File: src/rtl/uart_pkg.sv
// Shared UART definitions: receiver state encoding, oversampling constants and
// the baud-tick divider computation used by the RX (and a future TX) block.
package uart_pkg;

    typedef enum logic [2:0] {
        IDLE,
        START,
        DATA,
        PARITY,
        STOP
    } rx_state_t;

    localparam int OVERSAMPLE = 16;
    localparam int MID_SAMPLE = 7;
    localparam int DATA_W     = 8;

    // Clock cycles per oversample tick; truncates, so the line rate runs slightly fast.
    function automatic int calc_tick_div(input int clk_freq, input int baud);
        return clk_freq / (baud * OVERSAMPLE);
    endfunction

    // Returns 1 when the received parity bit disagrees with the data byte.
    function automatic logic parity_mismatch(input logic [DATA_W-1:0] data,
                                             input logic               par_bit,
                                             input logic               odd);
        return (^data) ^ par_bit ^ odd;
    endfunction

endpackage

File: src/rtl/uart_rx_byte_if.sv
// Receiver-side bus of uart_rx_byte: serial input plus the byte/strobe outputs.
// parity_error exists only when UART_RX_PARITY_EN is defined.
interface uart_rx_byte_if;

    logic       rx;
    logic [7:0] data_receive;
    logic       data_valid;
    logic       frame_error;
    logic       busy;
`ifdef UART_RX_PARITY_EN
    logic       parity_error;
`endif

    // master drives the line and consumes received bytes
    modport master (
        output rx,
        input  data_receive,
        input  data_valid,
        input  frame_error,
        input  busy
`ifdef UART_RX_PARITY_EN
        , input parity_error
`endif
    );

    modport slave (
        input  rx,
        output data_receive,
        output data_valid,
        output frame_error,
        output busy
`ifdef UART_RX_PARITY_EN
        , output parity_error
`endif
    );

endinterface

File: src/rtl/uart_baud_tick.sv
// Free-running oversample tick divider with a synchronous phase reset, so a
// receiver can realign tick phase to a detected start edge.
module uart_baud_tick #(
    parameter int DIV = 651
) (
    input  logic clk,
    input  logic rst,
    input  logic phase_rst,
    output logic tick
);

    localparam int            CW   = (DIV > 1) ? $clog2(DIV) : 1;
    localparam logic [CW-1:0] LAST = CW'(DIV - 1);

    logic [CW-1:0] cnt;

    always_ff @(posedge clk or posedge rst) begin
        if (rst) begin
            cnt <= '0;
        end else if (phase_rst || (cnt == LAST)) begin
            cnt <= '0;
        end else begin
            cnt <= cnt + CW'(1);
        end
    end

    assign tick = (cnt == LAST);

endmodule

File: src/rtl/uart_rx_byte.sv
// 8N1 UART receiver, 16x oversampled with mid-bit sampling and a 2-flop synchroniser.
// Define UART_RX_PARITY_EN to add a parity bit (PARITY_ODD) and the parity_error pulse.
module uart_rx_byte
    import uart_pkg::*;
#(
    parameter int CLK_FREQ = 100_000_000,
    parameter int BAUD     = 9600
`ifdef UART_RX_PARITY_EN
    , parameter bit PARITY_ODD = 1'b0
`endif
) (
    input  logic          clk,
    input  logic          rst,
    uart_rx_byte_if.slave bus
);

    localparam int         TICK_DIV = calc_tick_div(CLK_FREQ, BAUD);
    localparam logic [3:0] OS_MID   = 4'(MID_SAMPLE);
    localparam logic [3:0] OS_LAST  = 4'(OVERSAMPLE - 1);

    logic              rx_m, rx_s, rx_d;
    logic              start_edge;
    logic              tick;
    logic              phase_rst;

    rx_state_t         state, state_nxt;
    logic [3:0]        os_cnt, os_nxt;
    logic [2:0]        bit_cnt, bit_nxt;
    logic [DATA_W-1:0] sr, sr_nxt;
    logic [DATA_W-1:0] data_q, data_nxt;
    logic              dv_q, dv_nxt;
    logic              fe_q, fe_nxt;
`ifdef UART_RX_PARITY_EN
    logic              par_q, par_nxt;
    logic              pe_q, pe_nxt;
`endif

    // Synchroniser resets to the idle (high) line level so reset never looks like a start edge.
    always_ff @(posedge clk or posedge rst) begin
        if (rst) begin
            rx_m <= 1'b1;
            rx_s <= 1'b1;
            rx_d <= 1'b1;
        end else begin
            rx_m <= bus.rx;
            rx_s <= rx_m;
            rx_d <= rx_s;
        end
    end

    assign start_edge = rx_d & ~rx_s;

    uart_baud_tick #(
        .DIV (TICK_DIV)
    ) u_tick (
        .clk       (clk),
        .rst       (rst),
        .phase_rst (phase_rst),
        .tick      (tick)
    );

    always_ff @(posedge clk or posedge rst) begin
        if (rst) begin
            state   <= IDLE;
            os_cnt  <= '0;
            bit_cnt <= '0;
            sr      <= '0;
            data_q  <= '0;
            dv_q    <= 1'b0;
            fe_q    <= 1'b0;
`ifdef UART_RX_PARITY_EN
            par_q   <= 1'b0;
            pe_q    <= 1'b0;
`endif
        end else begin
            state   <= state_nxt;
            os_cnt  <= os_nxt;
            bit_cnt <= bit_nxt;
            sr      <= sr_nxt;
            data_q  <= data_nxt;
            dv_q    <= dv_nxt;
            fe_q    <= fe_nxt;
`ifdef UART_RX_PARITY_EN
            par_q   <= par_nxt;
            pe_q    <= pe_nxt;
`endif
        end
    end

    always_comb begin
        state_nxt = state;
        os_nxt    = os_cnt;
        bit_nxt   = bit_cnt;
        sr_nxt    = sr;
        data_nxt  = data_q;
        dv_nxt    = 1'b0;
        fe_nxt    = 1'b0;
        phase_rst = 1'b0;
`ifdef UART_RX_PARITY_EN
        par_nxt   = par_q;
        pe_nxt    = 1'b0;
`endif

        case (state)
            IDLE: begin
                if (start_edge) begin
                    state_nxt = START;
                    os_nxt    = '0;
                    phase_rst = 1'b1;
                end
            end

            // Mid-start check rejects glitches shorter than half a bit.
            START: begin
                if (tick) begin
                    if (os_cnt == OS_MID) begin
                        os_nxt  = '0;
                        bit_nxt = '0;
                        state_nxt = rx_s ? IDLE : DATA;
                    end else begin
                        os_nxt = os_cnt + 4'd1;
                    end
                end
            end

            DATA: begin
                if (tick) begin
                    if (os_cnt == OS_LAST) begin
                        sr_nxt = {rx_s, sr[DATA_W-1:1]};
                        os_nxt = '0;
                        if (bit_cnt == 3'd7) begin
`ifdef UART_RX_PARITY_EN
                            state_nxt = PARITY;
`else
                            state_nxt = STOP;
`endif
                        end else begin
                            bit_nxt = bit_cnt + 3'd1;
                        end
                    end else begin
                        os_nxt = os_cnt + 4'd1;
                    end
                end
            end

`ifdef UART_RX_PARITY_EN
            PARITY: begin
                if (tick) begin
                    if (os_cnt == OS_LAST) begin
                        par_nxt   = rx_s;
                        os_nxt    = '0;
                        state_nxt = STOP;
                    end else begin
                        os_nxt = os_cnt + 4'd1;
                    end
                end
            end
`endif

            // Leave at mid-stop-bit so an immediately following start edge is seen.
            STOP: begin
                if (tick) begin
                    if (os_cnt == OS_LAST) begin
                        os_nxt    = '0;
                        state_nxt = IDLE;
                        if (!rx_s) begin
                            fe_nxt = 1'b1;
`ifdef UART_RX_PARITY_EN
                        end else if (parity_mismatch(sr, par_q, PARITY_ODD)) begin
                            pe_nxt = 1'b1;
`endif
                        end else begin
                            dv_nxt   = 1'b1;
                            data_nxt = sr;
                        end
                    end else begin
                        os_nxt = os_cnt + 4'd1;
                    end
                end
            end

            default: begin
                state_nxt = IDLE;
            end
        endcase
    end

    assign bus.data_receive = data_q;
    assign bus.data_valid   = dv_q;
    assign bus.frame_error  = fe_q;
    assign bus.busy         = (state != IDLE);
`ifdef UART_RX_PARITY_EN
    assign bus.parity_error = pe_q;
`endif

endmodule

File: src/flat_wrapper.sv
// flat-port wrapper written by rule: the top's interface ports become plain ports
module uart_rx_byte_flat import uart_pkg::*;
#(
    parameter int CLK_FREQ = 100_000_000,
    parameter int BAUD     = 9600

)
  (clk, rst, bus_rx, bus_data_receive, bus_data_valid, bus_frame_error, bus_busy);
  uart_rx_byte_if bus_i ();
  input  logic clk;
  input  logic rst;
  input wire logic [$bits(bus_i.rx)-1:0] bus_rx;
  output wire logic [$bits(bus_i.data_receive)-1:0] bus_data_receive;
  output wire logic [$bits(bus_i.data_valid)-1:0] bus_data_valid;
  output wire logic [$bits(bus_i.frame_error)-1:0] bus_frame_error;
  output wire logic [$bits(bus_i.busy)-1:0] bus_busy;
  assign bus_i.rx = bus_rx;
  assign bus_data_receive = bus_i.data_receive;
  assign bus_data_valid = bus_i.data_valid;
  assign bus_frame_error = bus_i.frame_error;
  assign bus_busy = bus_i.busy;
  uart_rx_byte #(.CLK_FREQ(CLK_FREQ), .BAUD(BAUD)) u_core (.clk(clk), .rst(rst), .bus(bus_i));
endmodule
File: config.mk
export PLATFORM = sky130hd
export DESIGN_NAME = uart_rx_byte_flat
export DESIGN_NICKNAME = d
export VERILOG_FILES = /design/src/rtl/uart_pkg.sv /design/src/rtl/uart_rx_byte_if.sv /design/src/rtl/uart_baud_tick.sv /design/src/rtl/uart_rx_byte.sv /design/src/flat_wrapper.sv
export SDC_FILE = /design/constraint.sdc
export NUM_CORES = 1
export LEC_CHECK = 0
export CAP_MARGIN = 20
export CORE_UTILIZATION = 45
export CTS_CLUSTER_SIZE = 12
export DETAILED_ROUTE_END_ITERATION = 10
export GPL_TIMING_DRIVEN = 0
export MAX_ROUTING_LAYER = met4
export PLACE_DENSITY = 0.69
export RECOVER_POWER = 25
export SYNTH_ARGS = -nofsm -noshare
export SYNTH_HDL_FRONTEND = slang
export SYNTH_HIERARCHICAL = 1
export SYNTH_SLANG_ARGS = --single-unit
export TNS_END_PERCENT = 50
File: constraint.sdc
create_clock -name clk -period 3.2 [get_ports clk]
set_input_delay 0.48 -clock clk [delete_from_list [all_inputs] [get_ports clk]]
set_output_delay 0.48 -clock clk [all_outputs]
set_load 0.01 [all_outputs]
==> reports/qor.csv, run 1 <==
metric;value;unit
Slew Viols, Final;0;
Iter 0 DRT Violations;88;
cts hold-fix bufs;0;
Setup Fix Bufs, Post-CTS;0;
WHS Path Cells;0;
largest family of logic cells by synthesized area;simple AND/OR/NAND/NOR gates;
worst slew pin tran;0.653;ns
Mean Syn Cell Area;11.6;µm²
Wirelength per Cell;15.0;µm
clk sink count;41;
clk_lat worst skew;0.29;ns
synthesized flop and latch total;41;
Antenna Violating Nets Remaining;0;
number of cells on the worst reg-to-reg path;7;
Final Cycle Share;88.1;%
violated checks;DRC;
DRC Markers;1;
DIE AREA;4770;µm²
Post-Synth XOR/XNOR Area;1.73;%
Hold WC Path Type;reg -> reg;
worst-path fanout max;9;
Die H;69.1;µm
fin worst setup slack;0.382;ns
Std-Cell Rows;24;
CP Launch Type;flip-flop;
Pleak;1.03;nW
Setup Crit Path Kind;reg -> reg;
RePlAce Congestion;0.867;
clk buf depth;2;
Reg clk slew, reported paths;0.08;ns
cts repair resizes;0;
PwrDens;547;nW/µm²
crit path time final;2.82;ns
layout cells sized above 1;22.3;%
Die W;69.1;µm
Fmax;0.355;GHz
Critical path origin;u_core/u_tick/cnt[2];
final hold viol count;0;
most frequent cells in the layout;dfrtp_1, mux2_2, clkdlybuf4s50_1, inv_1, o21ai_0;
post-synth design cell area;2030;µm²
register area share after synthesis;50.8;%
I/O pins;14;
post-synthesis net count;183;
TNS Setup;0;ns
CTS tree;yes;
Yosys Warn Count;6;
worst r2r dst;u_core/bus.data_receive[6];
Max-slew headroom;56.1;%
first-pass GRT wire length;6.82;mm
initial antenna violation count;0;
pre-CTS setup slack;0.421;ns
hold_sp;u_core/rx_m;
Post-Synth Simple-Gate Area;18.0;%
n_diodes;0;
commonest non-fill, non-tap cell in the layout;dfrtp_1;
core area;4350;µm²
H-tree Lvls;2;
TritonCTS buffer count;5;
mux share of post-synthesis cell area;9.64;%
Critical R2R Launch;u_core/u_tick/cnt[2];
Post-synth EDFFs;0;
Critical Path AT;2.99;ns
Post-Synth Adder-Cell Area;3.09;%
Starting Density;46.5;%
post-synthesis compound-gate area fraction;13.3;%
total grt overflow;0;
final WL;3.74;mm
largest net degree at the start of global routing;18;
CP required;3.37;ns
Worst R2R Setup Slack;0.38;ns
DP HPWL;2.72;mm
P&R area growth vs syn;16.7;%
status;finished, violations left;
Finished Layout Cells;249;
predominant post-synthesis flop cell;dfrtp_1;
unrepaired setup endpoints after global routing;no;
vias;1423;
final setup vio count;0;
CP Capture Type;flip-flop;
Synth Instances;175;
number of distinct library cells after synthesis;54;
Total GRT Usage;18.3;%
peak supply drop;0.000410;V
# nets final;204;
Vias/cell;5.71;
Setup Skew;0.00483;ns
detailed-router iteration count before antenna repair;7;
WHS Endpoint;u_core/rx_s;
root buffer cell;clkbuf_8;
dpl cells;241;
# fillers;350;
ys async rst share;100;%
total of max-cap violations;0;
Hold Slack;0.364;ns
IO buf count;13;
number of global-route vias before repair;1459;
==> worst max path at each step <==
| stage | slack (ns) | cells past startpoint | to |
|---|---|---|---|
| floorplan | 0.79 | 7 | u_core/os_cnt[1] |
| global placement | 0.42 | 7 | u_core/bus.data_receive[5] |
| detailed placement | 0.42 | 7 | u_core/bus.data_receive[6] |
| CTS | 0.41 | 7 | u_core/bus.data_receive[6] |
| global route | 0.15 | 8 | u_core/bus.data_receive[6] |
| finish | 0.38 | 7 | u_core/bus.data_receive[6] |
==> power breakdown <==
group | switching [mW] | internal [mW]
Clock | 0.179 | 0.233
Combinational | 0.113 | 0.114
Sequential | 0.0722 | 0.582
==> cells in the mapped netlist, types with 2 or more instances <==
master     n  area [µm²]
a22oi_1    3        22.5
nor3_1     2        10.0
dfrtp_1   38         951
or3b_4     2        22.5
or3_1      3        18.8
inv_1     11        41.3
dfstp_2    3        78.8
nor2b_1    3        18.8
ha_1       5        62.6
nor3b_1    3        22.5
xor2_1     3        26.3
nand2b_1   3        18.8
mux2_2    16         180
a211o_1    2        17.5
nor2_1     9        33.8
o21ai_0   10        50.1
nand2_1    8        30.0
nand3_1    9        45.0
a21oi_1    6        30.0
or3_2      2        15.0
==> worst max-delay path, cell delays in order (launching register included) <==
cell,delay (ns)
dfrtp_1,0.38
buf_6,0.13
or3b_4,0.39
nor3_1,0.52
nand2b_1,0.29
nor2_1,0.24
nand3_1,0.36
mux2_2,0.40
==> per-stage QoR <==
| step | total power [mW] | util (%) | area [µm²] |
|---|---|---|---|
| global route | 1.38 | 54.3 | 2360 |
| floorplan | 0.834 | - | 2030 |
| CTS | 1.31 | 54.3 | 2360 |
| global placement | 0.872 | 51.0 | 2220 |
| finish | 1.29 | 54.3 | 2360 |
| detailed placement | 0.893 | 51.6 | 2250 |
==> registers in the layout (all words and copies together), names as in the netlist <==
register                 cells
u_core/rx_d                  1
u_core/state                 3
u_core/bus.data_receive      8
u_core/bus.data_valid        1
u_core/u_tick/cnt           10
u_core/bit_cnt               3
u_core/sr                    8
u_core/rx_s                  1
u_core/os_cnt                4
u_core/rx_m                  1
u_core/bus.frame_error       1
==> cell type report <==
type / instances / area [µm²] / share of cell area (%)
inverter: 11 / 41.3 / 1.75
sequential: 41 / 1030 / 43.6
tap: 52 / 65.1 / 2.75
timing repair buffer: 14 / 158 / 6.67
clock buffer: 5 / 68.8 / 2.91
clock inverter: 3 / 46.3 / 1.96
buffer: 4 / 27.5 / 1.16
multi-input combinational: 119 / 927 / 39.2
==> metal layers <==
metal	share of wire, %	global-route usage (%)
met5	0	-
met4	0.78	6.12
met3	4.5	3.95
met2	51	28.9
met1	44	23.3
==> logic make-up after synthesis <==
logic type,after synthesis
simple gates,57
flops,41
compound gates,36
mux,17
buf+inv,15
fa+ha+maj,5
xor+xnor,4
(Power assumes the default switching activity.)
==> run 2, diff against run 1 <==
CORE_MARGIN = 10   (was not set)
==> reports/qor.csv, run 2 (synthesized netlist as in run 1, its figures left out) <==
metric;value;unit
worst slew pin tran;0.669;ns
clk sink count;41;
DP HPWL;2.91;mm
clk buf depth;2;
Die H;87.1;µm
number of global-route vias before repair;1554;
Final Cycle Share;89.8;%
Max-slew headroom;55.0;%
vias;1403;
DIE AREA;7590;µm²
root buffer cell;clkbuf_8;
worst-path fanout max;9;
met1 Track Usage GR;13.1;%
final setup vio count;0;
total grt overflow;0;
met2 usage;19.7;%
IO buf count;13;
CP Capture Type;flip-flop;
status;complete, no violations;
CP Launch Type;flip-flop;
TritonCTS buffer count;5;
number of flip-flops in the largest register;10;
Wirelength per Cell;15.9;µm
Iter 0 DRT Violations;78;
Fmax;0.348;GHz
critical path's slowest cell;nor3_1;
RePlAce Congestion;0.900;
sw power;0.376;mW
Seq pwr share;50.4;%
number of cells on the worst reg-to-reg path;7;
Antenna Violating Nets Remaining;0;
worst r2r dst;u_core/bus.data_receive[7];
CTS tree;yes;
Worst R2R Setup Slack;0.33;ns
CP max stage delay;0.53;ns
unrepaired setup endpoints after global routing;no;
hold_sp;u_core/rx_m;
I/O pins;14;
detailed-router iteration count before antenna repair;4;
Setup Skew;0.00616;ns
Critical Path AT;3.06;ns
total of max-cap violations;0;
Setup Crit Path Kind;reg -> reg;
Hold Slack;0.363;ns
peak supply drop;0.000427;V
final hold viol count;0;
first-pass GRT wire length;6.97;mm
final WL;3.96;mm
Int Power;0.931;mW
GR Util met3;3.09;%
Final Power;1.31;mW
commonest non-fill, non-tap cell in the layout;dfrtp_1;
H-tree Lvls;2;
crit path time final;2.87;ns
Starting Density;46.5;%
Pleak;1.03;nW
layout cells sized above 1;22.3;%
clk_lat worst skew;0.30;ns
cts repair resizes;0;
cts hold-fix bufs;0;
Slew Viols, Final;0;
Std-Cell Rows;24;
P&R area growth vs syn;16.7;%
# nets final;204;
initial antenna violation count;0;
PwrDens;553;nW/µm²
n_diodes;0;
TNS Setup;0;ns
Critical R2R Launch;u_core/u_tick/cnt[2];
# fillers;363;
Vias/cell;5.63;
Reg clk slew, reported paths;0.08;ns
Setup Fix Bufs, Post-CTS;0;
largest net degree at the start of global routing;18;
Die W;87.1;µm
most frequent cells in the layout;dfrtp_1, mux2_2, clkdlybuf4s50_1, inv_1, o21ai_0;
Reg area;1030;µm²
multi-input logic area;927;µm²
part of the power in combinational logic;17.1;%
core area;4350;µm²
largest register by flop count;u_core/u_tick/cnt;
Total GRT Usage;11.7;%
Sw Share;28.8;%
grt peak-use layer;met2;
Critical path origin;u_core/u_tick/cnt[2];
Hold WC Path Type;reg -> reg;
CP required;3.38;ns
CP Capture Point;u_core/bus.data_receive[7];
Clk pwr share;32.5;%
DRC Markers;0;
crit path cell chain;buf_6 -> or3b_4 -> nor3_1 -> nand2b_1 -> nor2_1 -> nand3_1 -> mux2_2;
run 2: routing by layer:
metal / part of all wire, % / vias up
met5: 0 / -
li1: - / 682
met4: 0.91 / 0
met2: 52 / 13
met3: 2.1 / 4
met1: 45 / 704
run 2: worst max-delay path: cells and delay by family, from the launching register on:
| family | cells | cell delay [ns] |
|---|---|---|
| buffers and inverters | 1 | 0.13 |
| flip-flops | 1 | 0.38 |
| multiplexers | 1 | 0.41 |
| AND/OR/NAND/NOR | 5 | 1.82 |
run 2: area by class of cell:
class	count	area share (%)
Timing Repair Buffer	14	6.67
Buffer	4	1.16
Multi-Input combinational cell	119	39.2
Sequential cell	41	43.6
Clock buffer	5	2.91
Clock inverter	3	1.96
Tap cell	52	2.75
Inverter	11	1.75
run 2: worst min-delay path by stage:
stage                                       to  cells past startpoint
after floorplan           u_core/u_tick/cnt[0]                      1
after global placement             u_core/rx_s                      0
after detailed placement           u_core/rx_s                      0
after CTS                          u_core/rx_s                      0
after global routing               u_core/rx_s                      0
final                              u_core/rx_s                      0
run 2: power groups by stage:
stage | logic, mW | clock network (mW) | registers (mW)
after floorplan | 0.185 | 0 | 0.648
after global placement | 0.212 | 0 | 0.660
after detailed placement | 0.227 | 0 | 0.667
after CTS | 0.228 | 0.433 | 0.657
after global routing | 0.257 | 0.462 | 0.666
final | 0.223 | 0.425 | 0.659
run 2: metrics by stage:
stage          utilization, %  setup WS (ns)  instances  cell area, µm²
2_1_floorplan               -          0.789        175            2030
3_3_place_gp             51.0          0.424        240            2220
3_5_place_dp             51.6          0.370        241            2250
4_1_cts                  54.3          0.355        249            2360
5_1_grt                  54.3         0.0613        249            2360
6_report                 54.3          0.326        249            2360
==> run 3, diff against run 2 <==
ABC_AREA = 1   (was not set)
CORE_MARGIN = 1   (was 10)
PLACE_DENSITY = not set   (was 0.69)
==> reports/qor.csv, run 3 <==
metric;value;unit
Final Power;1.52;mW
Setup Fix Bufs, Post-CTS;0;
Post-synth top cells;nand2_1, dfrtp_1, inv_1;
post-synth top area cell;dfrtp_1;
Synth Instances;261;
design area;2470;µm²
first-pass GRT wire length;7.04;mm
Total GRT Usage;18.6;%
peak supply drop;0.000368;V
total of max-cap violations;0;
IO buf count;13;
Post-synth EDFFs;0;
DRC Markers;0;
CP Buf/Inv Count;1;
Post-DP Area;2360;µm²
Die W;70.9;µm
unrepaired setup endpoints after global routing;no;
commonest non-fill, non-tap cell in the layout;nand2_1;
# nets final;290;
largest net degree at the start of global routing;17;
PwrDens;616;nW/µm²
n_diodes;0;
status;complete, no violations;
ys async rst share;100;%
H-tree Lvls;2;
Setup Crit Path Kind;reg -> out;
Antenna Violating Nets Remaining;0;
post-synthesis compound-gate area fraction;6.04;%
Reg clk slew, reported paths;0.08;ns
clk_lat worst skew;0.29;ns
top sig layer;met4;
post-synthesis net count;269;
TNS Setup;0;ns
final setup vio count;0;
Starting Density;48.0;%
Std-Cell Rows;24;
DIE AREA;5020;µm²
cts hold-fix bufs;0;
WHS Endpoint;u_core/rx_s;
dpl cells;327;
number of global-route vias before repair;1555;
worst r2r dst;u_core/state[0];
CP top delay family;buffers and inverters;
most frequent cells in the layout;nand2_1, dfrtp_1, inv_1, nor2_1, nand3_1;
CP Capture Type;output pin;
Pleak;1.27;nW
Max-slew headroom;50.6;%
P&R area growth vs syn;15.8;%
vias;1605;
register area share after synthesis;48.2;%
crit path cell chain;nor2_1 -> nand2_1 -> clkdlybuf4s50_1;
Finished Layout Cells;335;
CTS tree;yes;
hold_sp;u_core/rx_m;
CP required;2.72;ns
DP HPWL;2.84;mm
final WL;3.79;mm
core area;4440;µm²
worst-path fanout max;5;
detailed-router iteration count before antenna repair;6;
Vias/cell;4.79;
final hold viol count;0;
Die H;70.9;µm
Final Cycle Share;64.2;%
worst slew pin tran;0.739;ns
predominant post-synthesis flop cell;dfrtp_1;
synthesized flop and latch total;41;
TritonCTS buffer count;5;
pre-CTS setup slack;1.24;ns
Wirelength per Cell;11.3;µm
layout cells sized above 1;14.5;%
Setup Skew;0.00857;ns
mux share of post-synthesis cell area;0;%
Post-Synth XOR/XNOR Area;2.46;%
RePlAce Congestion;0.839;
cts repair resizes;0;
initial antenna violation count;0;
root buffer cell;clkbuf_8;
met3 wire len;100;µm
Slew Viols, Final;0;
Iter 0 DRT Violations;91;
largest register by flop count;u_core/u_tick/cnt;
top post-synthesis cells by area;dfrtp_1, nand2_1, inv_1;
number of distinct library cells after synthesis;25;
number of cells on the worst reg-to-reg path;13;
post-synth top area share;44.5;%
Layout Utilization;55.6;%
Mean Syn Cell Area;8.18;µm²
count leader, synth;nand2_1;
Hold Slack;0.362;ns
Hold WC Path Type;reg -> reg;
Met2 Routed Length;1.72;mm
I/O pins;14;
clk buf depth;2;
critical path's slowest cell;clkdlybuf4s50_1;
Worst R2R Setup Slack;1.27;ns
Critical Path AT;1.58;ns
number of flip-flops in the largest register;10;
clk sink count;41;
fin worst setup slack;1.14;ns
crit path time final;2.06;ns
CP Launch Type;flip-flop;
Yosys Warn Count;6;
Fmax;0.487;GHz
total grt overflow;0;
largest family of logic cells by synthesized area;simple AND/OR/NAND/NOR gates;
WHS Path Cells;0;
CP max stage delay;0.49;ns
Post-Synth Simple-Gate Area;32.6;%
post-synth design cell area;2130;µm²
Critical R2R Launch;u_core/u_tick/cnt[0];
met1 WL;1.92;mm
Post-Synth Adder-Cell Area;2.93;%
==> run 3: cell count changes after synthesis, sizes merged, moves of 6 or more <==
cell,before,now
a21oi,7,1
inv,11,38
mux2,17,0
nand2,8,90
nand3,9,23
nor2,9,30
o21ai,10,18
==> run 3: power breakdown <==
group	total [mW]	switching (mW)	leakage [nW]	internal, mW
sequential	0.668	0.0874	0.550	0.580
combinational	0.438	0.278	0.663	0.160
clock	0.417	0.183	0.0543	0.233
total	1.52	0.549	1.27	0.974
==> run 3: area by class of cell <==
cell class / instances / area [µm²]
Sequential cell: 41 / 1030
Timing Repair Buffer: 14 / 158
Clock inverter: 3 / 46.3
Multi-Input combinational cell: 180 / 940
Inverter: 38 / 143
Tap cell: 52 / 65.1
Clock buffer: 5 / 68.8
Fill cell: 429 / 1970
Buffer: 2 / 22.5
==> run 3: cells by family (layout without fill, tap and decap cells) <==
family,Yosys count,after routing
AOI/OAI and AO/OA,20,20
xor gates and xnor gates,6,6
adders and majority gates,5,5
buffers and inverters,40,62
DFF,41,41
and+or+nand+nor,149,149
==> run 3: worst reg2reg max path, stage by stage, from the launching register on <==
cell and delay [ns]:
dfrtp_1 0.45, inv_1 0.09, ha_1 0.14, nand2_1 0.05, nor2_1 0.15, nand3_2 0.11
inv_1 0.06, inv_1 0.15, nand3_1 0.13, nand2_1 0.05, nor2_1 0.19, nand2_1 0.13
nand2_1 0.07, nand2_1 0.05
==> run 3: routing by layer <==
layer  vias up  track usage (%)
met4         0             6.67
met1       737             25.4
met5         -                -
met3         4             4.27
li1        848                -
met2        16             27.4
==> run 3: how the worst max path moves through the flow <==
| stage | cells past startpoint | slack [ns] | to | start |
|---|---|---|---|---|
| floorplan | 12 | 1.55 | u_core/bus.data_receive[1] | u_core/u_tick/cnt[0] |
| global placement | 2 | 1.24 | u_core/bus.data_receive[2] | rst |
| detailed placement | 13 | 1.24 | u_core/state[0] | u_core/u_tick/cnt[0] |
| CTS | 3 | 1.14 | bus_busy | u_core/state[1] |
| global route | 13 | 1.00 | u_core/state[2] | u_core/u_tick/cnt[0] |
| finish | 3 | 1.14 | bus_busy | u_core/state[1] |
